**src/rtl/fault_campaign_ctrl.sv**
```systemverilog
// Single-fault injection campaign sequencer for a residue-checked adder.
// Walks a fault-free run plus one run per fault site, classifies each outcome and keeps saturating tallies.
module fault_campaign_ctrl #(
    parameter int DATA_W  = 4,
    parameter int N_SITES = 75,
    parameter int SETTLE  = 2,
    parameter int CNT_W   = 16,
    localparam int SITE_W = $clog2(N_SITES + 1),
    localparam int WAIT_W = $clog2(SETTLE + 1)
) (
    input  logic              clk,
    input  logic              rst_n,
    input  logic              start,
    input  logic [DATA_W-1:0] op_a,
    input  logic [DATA_W-1:0] op_b,
    input  logic              op_cin,
    output logic [DATA_W-1:0] dut_a,
    output logic [DATA_W-1:0] dut_b,
    output logic              dut_carry_in,
    output logic [N_SITES-1:0] err_vec,
    input  logic [DATA_W-1:0] dut_sum,
    input  logic              dut_carry_out,
    input  logic              dut_err_detected,
    output logic              busy,
    output logic              done,
    output logic              golden_fail,
    output logic              result_valid,
    output logic [SITE_W-1:0] result_site,
    output logic [1:0]        result_class,
    output logic [CNT_W-1:0]  cnt_masked,
    output logic [CNT_W-1:0]  cnt_detected,
    output logic [CNT_W-1:0]  cnt_silent,
    output logic [CNT_W-1:0]  cnt_false_alarm
);

    typedef enum logic [1:0] {S_IDLE, S_SETTLE, S_CHECK, S_DONE} state_t;
    typedef enum logic [1:0] {CLS_MASKED, CLS_DETECTED, CLS_SILENT, CLS_FALSE_ALARM} class_t;

    localparam logic [SITE_W-1:0] LAST_SITE = SITE_W'(N_SITES);
    localparam logic [WAIT_W-1:0] WAIT_LOAD = WAIT_W'(SETTLE);
    localparam logic [CNT_W-1:0]  CNT_MAX   = {CNT_W{1'b1}};

    state_t             state_q, state_d;
    logic [SITE_W-1:0]  idx_q, idx_d;
    logic [WAIT_W-1:0]  wait_q, wait_d;
    logic [DATA_W:0]    golden_q, golden_d;
    logic [DATA_W-1:0]  a_d, b_d;
    logic               cin_d;
    logic [N_SITES-1:0] err_vec_d;
    logic               gfail_d;
    logic               rv_d;
    logic [SITE_W-1:0]  site_d;
    class_t             class_q, class_d;
    logic [CNT_W-1:0]   cnt_q [4];
    logic [CNT_W-1:0]   cnt_d [4];

    logic   ok;
    class_t outcome;

    // The sum and carry together must equal the full-width golden value.
    assign ok      = ({dut_carry_out, dut_sum} == golden_q);
    assign outcome = ok ? (dut_err_detected ? CLS_FALSE_ALARM : CLS_MASKED)
                        : (dut_err_detected ? CLS_DETECTED    : CLS_SILENT);

    // NOTE: every signal written here gets a default first, so no path can infer a latch.
    always_comb begin
        state_d   = state_q;
        idx_d     = idx_q;
        wait_d    = wait_q;
        golden_d  = golden_q;
        a_d       = dut_a;
        b_d       = dut_b;
        cin_d     = dut_carry_in;
        err_vec_d = err_vec;
        gfail_d   = golden_fail;
        rv_d      = 1'b0;
        site_d    = result_site;
        class_d   = class_q;
        cnt_d     = cnt_q;

        case (state_q)
            S_IDLE: begin
                if (start) begin
                    a_d       = op_a;
                    b_d       = op_b;
                    cin_d     = op_cin;
                    golden_d  = {1'b0, op_a} + {1'b0, op_b} + {{DATA_W{1'b0}}, op_cin};
                    for (int i = 0; i < 4; i++) cnt_d[i] = '0;
                    gfail_d   = 1'b0;
                    idx_d     = '0;
                    wait_d    = WAIT_LOAD;
                    err_vec_d = '0;
                    state_d   = S_SETTLE;
                end
            end
            S_SETTLE: begin
                wait_d = wait_q - WAIT_W'(1);
                if (wait_q == WAIT_W'(1)) state_d = S_CHECK;
            end
            S_CHECK: begin
                rv_d    = 1'b1;
                site_d  = idx_q;
                class_d = outcome;
                if (cnt_q[outcome] != CNT_MAX) cnt_d[outcome] = cnt_q[outcome] + CNT_W'(1);
                if (idx_q == '0 && outcome != CLS_MASKED) begin
                    // A broken reference run makes every faulted run meaningless.
                    gfail_d   = 1'b1;
                    err_vec_d = '0;
                    state_d   = S_DONE;
                end else if (idx_q == LAST_SITE) begin
                    err_vec_d = '0;
                    state_d   = S_DONE;
                end else begin
                    idx_d     = idx_q + SITE_W'(1);
                    wait_d    = WAIT_LOAD;
                    err_vec_d = N_SITES'(1) << idx_q;
                    state_d   = S_SETTLE;
                end
            end
            S_DONE: begin
                err_vec_d = '0;
                state_d   = S_IDLE;
            end
            default: state_d = S_IDLE;
        endcase
    end

    // NOTE: state is updated with non-blocking assignments so every register samples pre-edge values.
    always_ff @(posedge clk or negedge rst_n) begin
        if (!rst_n) begin
            state_q      <= S_IDLE;
            idx_q        <= '0;
            wait_q       <= '0;
            golden_q     <= '0;
            dut_a        <= '0;
            dut_b        <= '0;
            dut_carry_in <= 1'b0;
            err_vec      <= '0;
            golden_fail  <= 1'b0;
            result_valid <= 1'b0;
            result_site  <= '0;
            class_q      <= CLS_MASKED;
            // NOTE: the four tallies are a tiny register file, so they are reset like any other flop.
            for (int i = 0; i < 4; i++) cnt_q[i] <= '0;
        end else begin
            state_q      <= state_d;
            idx_q        <= idx_d;
            wait_q       <= wait_d;
            golden_q     <= golden_d;
            dut_a        <= a_d;
            dut_b        <= b_d;
            dut_carry_in <= cin_d;
            err_vec      <= err_vec_d;
            golden_fail  <= gfail_d;
            result_valid <= rv_d;
            result_site  <= site_d;
            class_q      <= class_d;
            for (int i = 0; i < 4; i++) cnt_q[i] <= cnt_d[i];
        end
    end

    assign busy            = (state_q != S_IDLE);
    assign done            = (state_q == S_DONE);
    assign result_class    = class_q;
    assign cnt_masked      = cnt_q[CLS_MASKED];
    assign cnt_detected    = cnt_q[CLS_DETECTED];
    assign cnt_silent      = cnt_q[CLS_SILENT];
    assign cnt_false_alarm = cnt_q[CLS_FALSE_ALARM];

endmodule

```
**config.mk**
```make
export PLATFORM = sky130hd
export DESIGN_NAME = fault_campaign_ctrl
export DESIGN_NICKNAME = d
export VERILOG_FILES = /design/src/rtl/fault_campaign_ctrl.sv
export SDC_FILE = /design/constraint.sdc
export NUM_CORES = 1
export LEC_CHECK = 0
export BUFFER_PORTS_ARGS = -buffer_cell sky130_fd_sc_hd__buf_4
export CAP_MARGIN = 20
export CELL_PAD_IN_SITES_DETAIL_PLACEMENT = 1
export CELL_PAD_IN_SITES_GLOBAL_PLACEMENT = 1
export CORE_ASPECT_RATIO = 0.8
export CORE_MARGIN = 3
export CORE_UTILIZATION = 45
export CTS_CLUSTER_DIAMETER = 60
export DETAILED_ROUTE_END_ITERATION = 10
export PLACE_DENSITY = 0.91
export REMOVE_ABC_BUFFERS = 1
export SYNTH_ARGS = -nofsm -noshare
export SYNTH_HDL_FRONTEND = slang
export SYNTH_SLANG_ARGS = --single-unit
```
**constraint.sdc**
```tcl
create_clock -name clk -period 7.1 [get_ports clk]
set_clock_uncertainty 0.05 [all_clocks]
set_input_delay 0.355 -clock clk [delete_from_list [all_inputs] [get_ports clk]]
set_output_delay 0.355 -clock clk [all_outputs]
set_load 0.01 [all_outputs]
```
-- Word level (Yosys, flattened, before mapping)
Index checks and enable logic that the tools add are counted.
- register bits: 175
- output and inout port bits: 161
- logic and storage cells: 87
- add/sub/neg operators: 5
- magnitude comparators: 2
- eq/ne operators: 13
- shift operators: 1
- multiplexer cells: 33
- bitwise logic cells: 1
- reductions and logical operators: 16
- operators by type and width (operator ; number):
    two-way mux 75 bit ; 3
    one-hot mux 75 bit (3 select lines) ; 1
    two-way mux 64 bit ; 2
    one-hot mux 64 bit (2 select lines) ; 1
    left shift 1 x 7 -> 75 bit (first input constant) ; 1
    bitwise mux 64 bit ; 1
    two-way mux 16 bit ; 3
    binary-select mux 16 bit (select 2 bit) ; 1
    demux 16 bit (select 2 bit) ; 1
    two-way mux 7 bit ; 3
    two-way mux 2 bit ; 10
    adder 16 x 1 -> 16 bit (second input constant) ; 1
    inequality test 16 bit (second input constant) ; 1
    one-hot mux 7 bit (2 select lines) ; 1
    inequality test 2 bit (second input constant) ; 6
    one-hot mux 2 bit (4 select lines) ; 1
    AND reduction 4 bit ; 2
    adder 7 x 1 -> 7 bit (second input constant) ; 1
    equality test 7 bit (second input constant) ; 1
    logical NOT 7 bit ; 1
    one-hot mux 2 bit (3 select lines) ; 1
    AND reduction 2 bit ; 3
    AND reduction 3 bit ; 2
    nonzero test 2 bit ; 3
    other kinds (14) ; 20

-- Logic depth before layout (Yosys ltp)
- depth after elaboration: 10
- depth in mapped cells: 14
- gate-level depth less buffers: 10

-- Worst setup path after synthesis
Ideal clock, no wire load.
- kind: register to register
- start point: register golden_q[1]
- end point: register cnt_q (netlist bit cnt_detected[13])
- setup time: 0.068 ns
- arrival time: 3.186 ns
- required time: 6.982 ns
- path slack: 3.797 ns
- stages on the path, launching flop included: 15
- path buffers: 4
- clock period less this slack: 3.303 ns
- path through: dfrtp_1 xor2_1 nor2_1 nand4_1 ha_1 buf_2 buf_2 mux4_2 ha_1 nand3_4 or4_4 buf_6 o22ai_4 buf_6 a32o_1
- cells in the longest elaborated chain, start to end: 10
- elaborated cells between the ends (all ways): 18
- those cells by class: add/sub: 1; order compare: 2; eq/ne: 3; mux: 9; bitwise: 1; reduce/logical: 2
- RTL lines (element ; line ; source):
    start: declaration ; 46 ; logic [DATA_W:0] golden_q, golden_d;
    start signal: assignment ; 149 ; golden_q <= golden_d;
    equality test 5 bit (*) ; 61 ; assign ok = ({dut_carry_out, dut_sum} == golden_q);
    two-way mux 2 bit (*) ; 62 ; assign outcome = ok ? (dut_err_detected ? CLS_FALSE_ALARM : CLS_MASKED)
    inverter 2 -> 3 bit (implied by the code) (*) ; 104 ; if (cnt_q[outcome] != CNT_MAX) cnt_d[outcome] = cnt_q[outcome] + CNT_W'(1);
    binary-select mux 16 bit (select 2 bit), or another cell as far along ; 104 ;
    two-way mux 16 bit (implied by the code) / logical AND 1 bit (equally long branches) ; 104 ;
    two-way mux 16 bit (implied by the code) ; 104 ;
    adder 16 x 1 -> 16 bit / demux 16 bit (select 2 bit) (equally long branches) ; 104 ;
    bitwise mux 64 bit ; 104 ;
    two-way mux 64 bit ; 104 ;
    one-hot mux 64 bit (2 select lines) ; 81 ; case (state_q)
    end: declaration ; 54 ; logic [CNT_W-1:0] cnt_q [4];
Every way passes the cells marked *; elsewhere a longest branch is shown, timed or not. The select of a mux whose other input is x is not followed.
A chain may end at the register's enable or synchronous reset.

-- Worst setup path in the final report
- start point: register golden_q[1]
- end point: register cnt_q (netlist bit cnt_silent[14])
Same word-level chain as after synthesis.

==> impl_metrics.prom <==
# TYPE chip_impl_metric gauge
chip_impl_metric{name="syn_inst",unit=""} 724
chip_impl_metric{name="ctsLongestPathBuffers",unit=""} 2
chip_impl_metric{name="ioPinCount",unit=""} 179
chip_impl_metric{name="finalSetupViolations",unit=""} 0
chip_impl_metric{name="synth-edff-count",unit=""} 0
chip_impl_info{name="slowest_cell_on_the_critical_path",value="sky130_fd_sc_hd__ha_1"} 1
chip_impl_metric{name="final_antenna_net_count",unit=""} 0
chip_impl_metric{name="max_stage_delay",unit="ns"} 0.91
chip_impl_metric{name="floorplan.initialDensity",unit="%"} 46.80
chip_impl_info{name="critical-path-top-delay-family",value="adder cells"} 1
chip_impl_metric{name="synth_area_per_cell",unit="um2"} 10.90
chip_impl_metric{name="tritoncts.num_buffers",unit=""} 17
chip_impl_metric{name="number_of_instances_resized_during_post_cts_repair",unit=""} 0
chip_impl_metric{name="path_clk_slew",unit="ns"} 0.07
chip_impl_metric{name="detail_route.drc_violations",unit=""} 0
chip_impl_info{name="cts_root_buf",value="sky130_fd_sc_hd__clkbuf_16"} 1
chip_impl_metric{name="synth-async-reset-ratio",unit="%"} 100.0
chip_impl_metric{name="hold_violations",unit=""} 11
chip_impl_metric{name="finalMaxSlewViolations",unit=""} 0
chip_impl_metric{name="antenna_found_initial",unit=""} 0
chip_impl_info{name="path_common_cell",value="sky130_fd_sc_hd__ha_1"} 1
chip_impl_metric{name="maxSlewHeadroom",unit="%"} 32.19
chip_impl_metric{name="fp.dieH",unit="um"} 124.5
chip_impl_metric{name="crit_required",unit="ns"} 7.42
chip_impl_metric{name="die_area",unit="um2"} 19180
chip_impl_metric{name="core-area",unit="um2"} 16870
chip_impl_info{name="failed_checks",value="hold timing"} 1
chip_impl_metric{name="syn2layout_area_growth",unit="%"} 24.87
chip_impl_metric{name="critical_path_buffers_and_inverters",unit=""} 0
chip_impl_metric{name="max_freq",unit="GHz"} 0.2380
chip_impl_metric{name="antenna_cells_inserted",unit=""} 0
chip_impl_metric{name="drive_above_1_share",unit="%"} 27.00
chip_impl_metric{name="grt_first_pass_wirelength",unit="um"} 40230
chip_impl_metric{name="clock_insertion_delay_worst_skew",unit="ns"} 0.43
chip_impl_metric{name="post_synth_instance_area",unit="um2"} 7894
chip_impl_metric{name="post_cts_buffers",unit=""} 0
chip_impl_metric{name="tritoncts_num_sinks",unit=""} 175
chip_impl_metric{name="synth_cell_types",unit=""} 52
chip_impl_metric{name="worst-endpoint-arrival",unit="ns"} 4.53
chip_impl_info{name="setup.worst_path.start_class",value="register"} 1
chip_impl_metric{name="register_area",unit="um2"} 4379
chip_impl_metric{name="filler_cell_count",unit=""} 1828
chip_impl_info{name="min_path_type",value="in2async"} 1
chip_impl_metric{name="power.ir.vdd_worst",unit="V"} 0.0001689
chip_impl_info{name="cells_traversed_along_the_worst_timing_path",value="xor2_1, nor2_1, nand4_1, ha_1, mux4_2, ha_1, nand3_4, or4_4, o22ai_4, a221o_1"} 1
chip_impl_metric{name="placed_area",unit="um2"} 9314
chip_impl_metric{name="cap_violations",unit=""} 0
chip_impl_metric{name="grt_remaining_overflow",unit=""} 0
chip_impl_metric{name="htree_num_levels",unit=""} 4
chip_impl_metric{name="detailedRoute.firstPassIterationCount",unit=""} 5
chip_impl_metric{name="grtUsageTotal",unit="%"} 26.40
chip_impl_metric{name="portBuffers",unit=""} 178
chip_impl_metric{name="die_width",unit="um"} 154.1
chip_impl_metric{name="gp_congestion",unit=""} 0.8416
chip_impl_metric{name="leakage",unit="nW"} 4.757
chip_impl_metric{name="fin_crit_sh",unit="%"} 59.19
chip_impl_metric{name="totalWireLength",unit="um"} 24980
chip_impl_metric{name="pwr_density_cell",unit="nW/um2"} 257.7
chip_impl_metric{name="multi_input_comb_area",unit="um2"} 3218
chip_impl_metric{name="synth_sequential_area_ratio",unit="%"} 55.48
chip_impl_metric{name="period_needed",unit="ns"} 4.203
chip_impl_metric{name="fin_worst_hold_slack",unit="ns"} -0.01868
chip_impl_info{name="cts_tree",value="yes"} 1
chip_impl_metric{name="worst-slew-pin-transition",unit="ns"} 1.016
chip_impl_metric{name="grt_start_max_net_pins",unit=""} 107
chip_impl_metric{name="holdBufCountCts",unit=""} 0
chip_impl_metric{name="finalCoreUtilization",unit="%"} 58.43
chip_impl_metric{name="setup-tns-final",unit="ns"} 0
chip_impl_metric{name="rows",unit=""} 42
chip_impl_metric{name="post_drt_via_cell_ratio",unit=""} 5.974
chip_impl_info{name="dominantRegCellSynth",value="sky130_fd_sc_hd__dfrtp_1"} 1
chip_impl_info{name="worst_setup_path_end_kind",value="register"} 1
chip_impl_metric{name="yosys_register_bits",unit=""} 175
chip_impl_metric{name="ys.warnings.count",unit=""} 0
chip_impl_metric{name="finalNetCount",unit=""} 912
chip_impl_metric{name="final_design_area_no_fill",unit="um2"} 9857
chip_impl_metric{name="detailed_place_hpwl",unit="um"} 17330
chip_impl_info{name="outcome",value="finished, violations left"} 1
chip_impl_metric{name="routed_wire_length_per_instance",unit="um"} 22.52
chip_impl_info{name="setup_repair_after_global_routing_missed_its_margin",value="no"} 1
chip_impl_metric{name="cp_max_fo",unit=""} 17
chip_impl_metric{name="r2r_setup_slack",unit="ns"} 2.90
chip_impl_info{name="critical_path_start_end_classification",value="reg2reg"} 1
chip_impl_metric{name="via_count_of_the_first_global_routing_pass",unit=""} 7028
chip_impl_metric{name="dr.first_iter.drc_count",unit=""} 555
chip_impl_metric{name="total_via_count_in_the_routed_design",unit=""} 6625
-- where the power goes --
group	switching (mW)	total, mW	leakage [nW]	internal, mW
clock	0.407	0.876	0.252	0.469
sequential	0.0598	1.12	2.41	1.07
combinational	0.369	0.539	2.09	0.170
-- cells in the final DEF, fill, tap and decap left out, types with 8 or more instances in the layout --
master                      Yosys  layout
sky130_fd_sc_hd__o21ai_0       97      97
sky130_fd_sc_hd__clkbuf_16      0      17
sky130_fd_sc_hd__a22o_1        24      24
sky130_fd_sc_hd__a21oi_1       18      17
sky130_fd_sc_hd__nand2_1      150     150
sky130_fd_sc_hd__buf_4          0     183
sky130_fd_sc_hd__nand3_1       15      15
sky130_fd_sc_hd__o2bb2ai_1     12      12
sky130_fd_sc_hd__mux4_2        16      16
sky130_fd_sc_hd__nand4_1        8       8
sky130_fd_sc_hd__and2_1         8       8
sky130_fd_sc_hd__a32o_1        20      20
sky130_fd_sc_hd__nor2_1        17      17
sky130_fd_sc_hd__dfrtp_1      175     175
sky130_fd_sc_hd__inv_1         15      15
sky130_fd_sc_hd__ha_1          15      15
sky130_fd_sc_hd__xnor2_1        8       8
-- per-layer routing --
layer / up-vias / part of all wire (%) / wire length (um) / GRT usage, %
met5: - / 0 / 0 / 0
met4: 0 / 2.0 / 505 / 8.515
met3: 44 / 6.4 / 1587 / 5.801
met2: 252 / 48 / 12100 / 41.63
met1: 3433 / 43 / 10780 / 36.57
li1: 2896 / - / - / -
-- area by class of cell --
cell class | instances | area share [%]
clock buffer | 21 | 4.671
inverter | 15 | 0.5712
multi-input combinational | 484 | 32.65
tap | 220 | 2.793
clock inverter | 10 | 0.8378
sequential | 175 | 44.43
timing repair buffer | 184 | 14.05
-- cells in the mapped netlist (3+ instances only) --
master	instances	share of area (%)
sky130_fd_sc_hd__o2bb2ai_1	12	1.3
sky130_fd_sc_hd__a32o_1	20	2.5
sky130_fd_sc_hd__nand2_1	150	7.1
sky130_fd_sc_hd__nor3b_1	4	0.38
sky130_fd_sc_hd__mux4_2	16	4.6
sky130_fd_sc_hd__nand4_1	8	0.63
sky130_fd_sc_hd__nor2_1	17	0.81
sky130_fd_sc_hd__nand3_1	15	0.95
sky130_fd_sc_hd__nor3_1	3	0.19
sky130_fd_sc_hd__buf_2	7	0.44
sky130_fd_sc_hd__o31ai_1	3	0.29
sky130_fd_sc_hd__inv_1	15	0.71
sky130_fd_sc_hd__a211o_1	4	0.44
sky130_fd_sc_hd__a221o_1	4	0.51
sky130_fd_sc_hd__a21o_1	3	0.29
sky130_fd_sc_hd__clkbuf_1	31	1.5
sky130_fd_sc_hd__a21oi_1	18	1.1
sky130_fd_sc_hd__dfrtp_1	175	55
sky130_fd_sc_hd__ha_1	15	2.4
sky130_fd_sc_hd__nand2b_1	6	0.48
sky130_fd_sc_hd__xor2_1	7	0.78
sky130_fd_sc_hd__o22ai_4	4	1.0
sky130_fd_sc_hd__a22o_1	24	2.7
sky130_fd_sc_hd__buf_6	6	0.86
sky130_fd_sc_hd__o21a_1	3	0.29
sky130_fd_sc_hd__buf_1	5	0.24
sky130_fd_sc_hd__o211ai_1	3	0.29
sky130_fd_sc_hd__and2_1	8	0.63
sky130_fd_sc_hd__nor4_1	4	0.32
sky130_fd_sc_hd__o21ai_0	97	6.2
sky130_fd_sc_hd__xnor2_1	8	0.89
sky130_fd_sc_hd__mux2i_1	4	0.51
-- worst reg2reg max path, cell delays in order, from the launching register on --
cell	delay, ns
sky130_fd_sc_hd__dfrtp_1	0.39
sky130_fd_sc_hd__xor2_1	0.16
sky130_fd_sc_hd__nor2_1	0.14
sky130_fd_sc_hd__nand4_1	0.18
sky130_fd_sc_hd__ha_1	0.91
sky130_fd_sc_hd__mux4_2	0.45
sky130_fd_sc_hd__ha_1	0.27
sky130_fd_sc_hd__nand3_4	0.14
sky130_fd_sc_hd__or4_4	0.68
sky130_fd_sc_hd__o22ai_4	0.52
sky130_fd_sc_hd__a221o_1	0.26
-- per-stage QoR --
step	cells	worst slack (ns)	hold slack [ns]	power, mW
2_1_floorplan	674	2.786	0.009409	1.417
4_1_cts	1109	2.922	0.02319	2.551
3_5_place_dp	1078	2.889	0.4205	1.681
5_1_grt	1109	2.690	0.05643	2.659
3_3_place_gp	1078	3.036	0.4081	1.656
6_report	1109	2.897	-0.01868	2.540
-- logic make-up after synthesis --
kind of cell / Yosys count / synth area share [%]
buffers and inverters: 65 / 3.978
AND/OR/NAND/NOR: 232 / 13.50
XOR/XNOR: 15 / 1.664
multiplexers: 20 / 5.072
AO/OA/AOI/OAI: 200 / 17.42
adder cells (fa/ha/maj): 17 / 2.885
flip-flops: 175 / 55.48
-- final timing paths --
path	startpoint	endpoint	cells past startpoint
hold reg to reg	err_vec[28]	err_vec[28]	2
max in group asynchronous	rst_n	err_vec[34]	2
setup reg to reg	golden_q[1]	cnt_silent[14]	10
min in group clk	op_b[3]	dut_b[3]	3
setup / recovery	golden_q[1]	cnt_silent[14]	10
hold / removal	rst_n	err_vec[47]	1
-- registers in the layout, indices dropped and copies added, names as in the netlist, 4 cells and up --
register         cells
dut_b                4
cnt_detected        16
cnt_masked          16
result_site          7
cnt_false_alarm     16
idx_q                7
dut_a                4
err_vec             75
golden_q             5
cnt_silent          16
No activity file was read; power rests on OpenSTA's default activity.
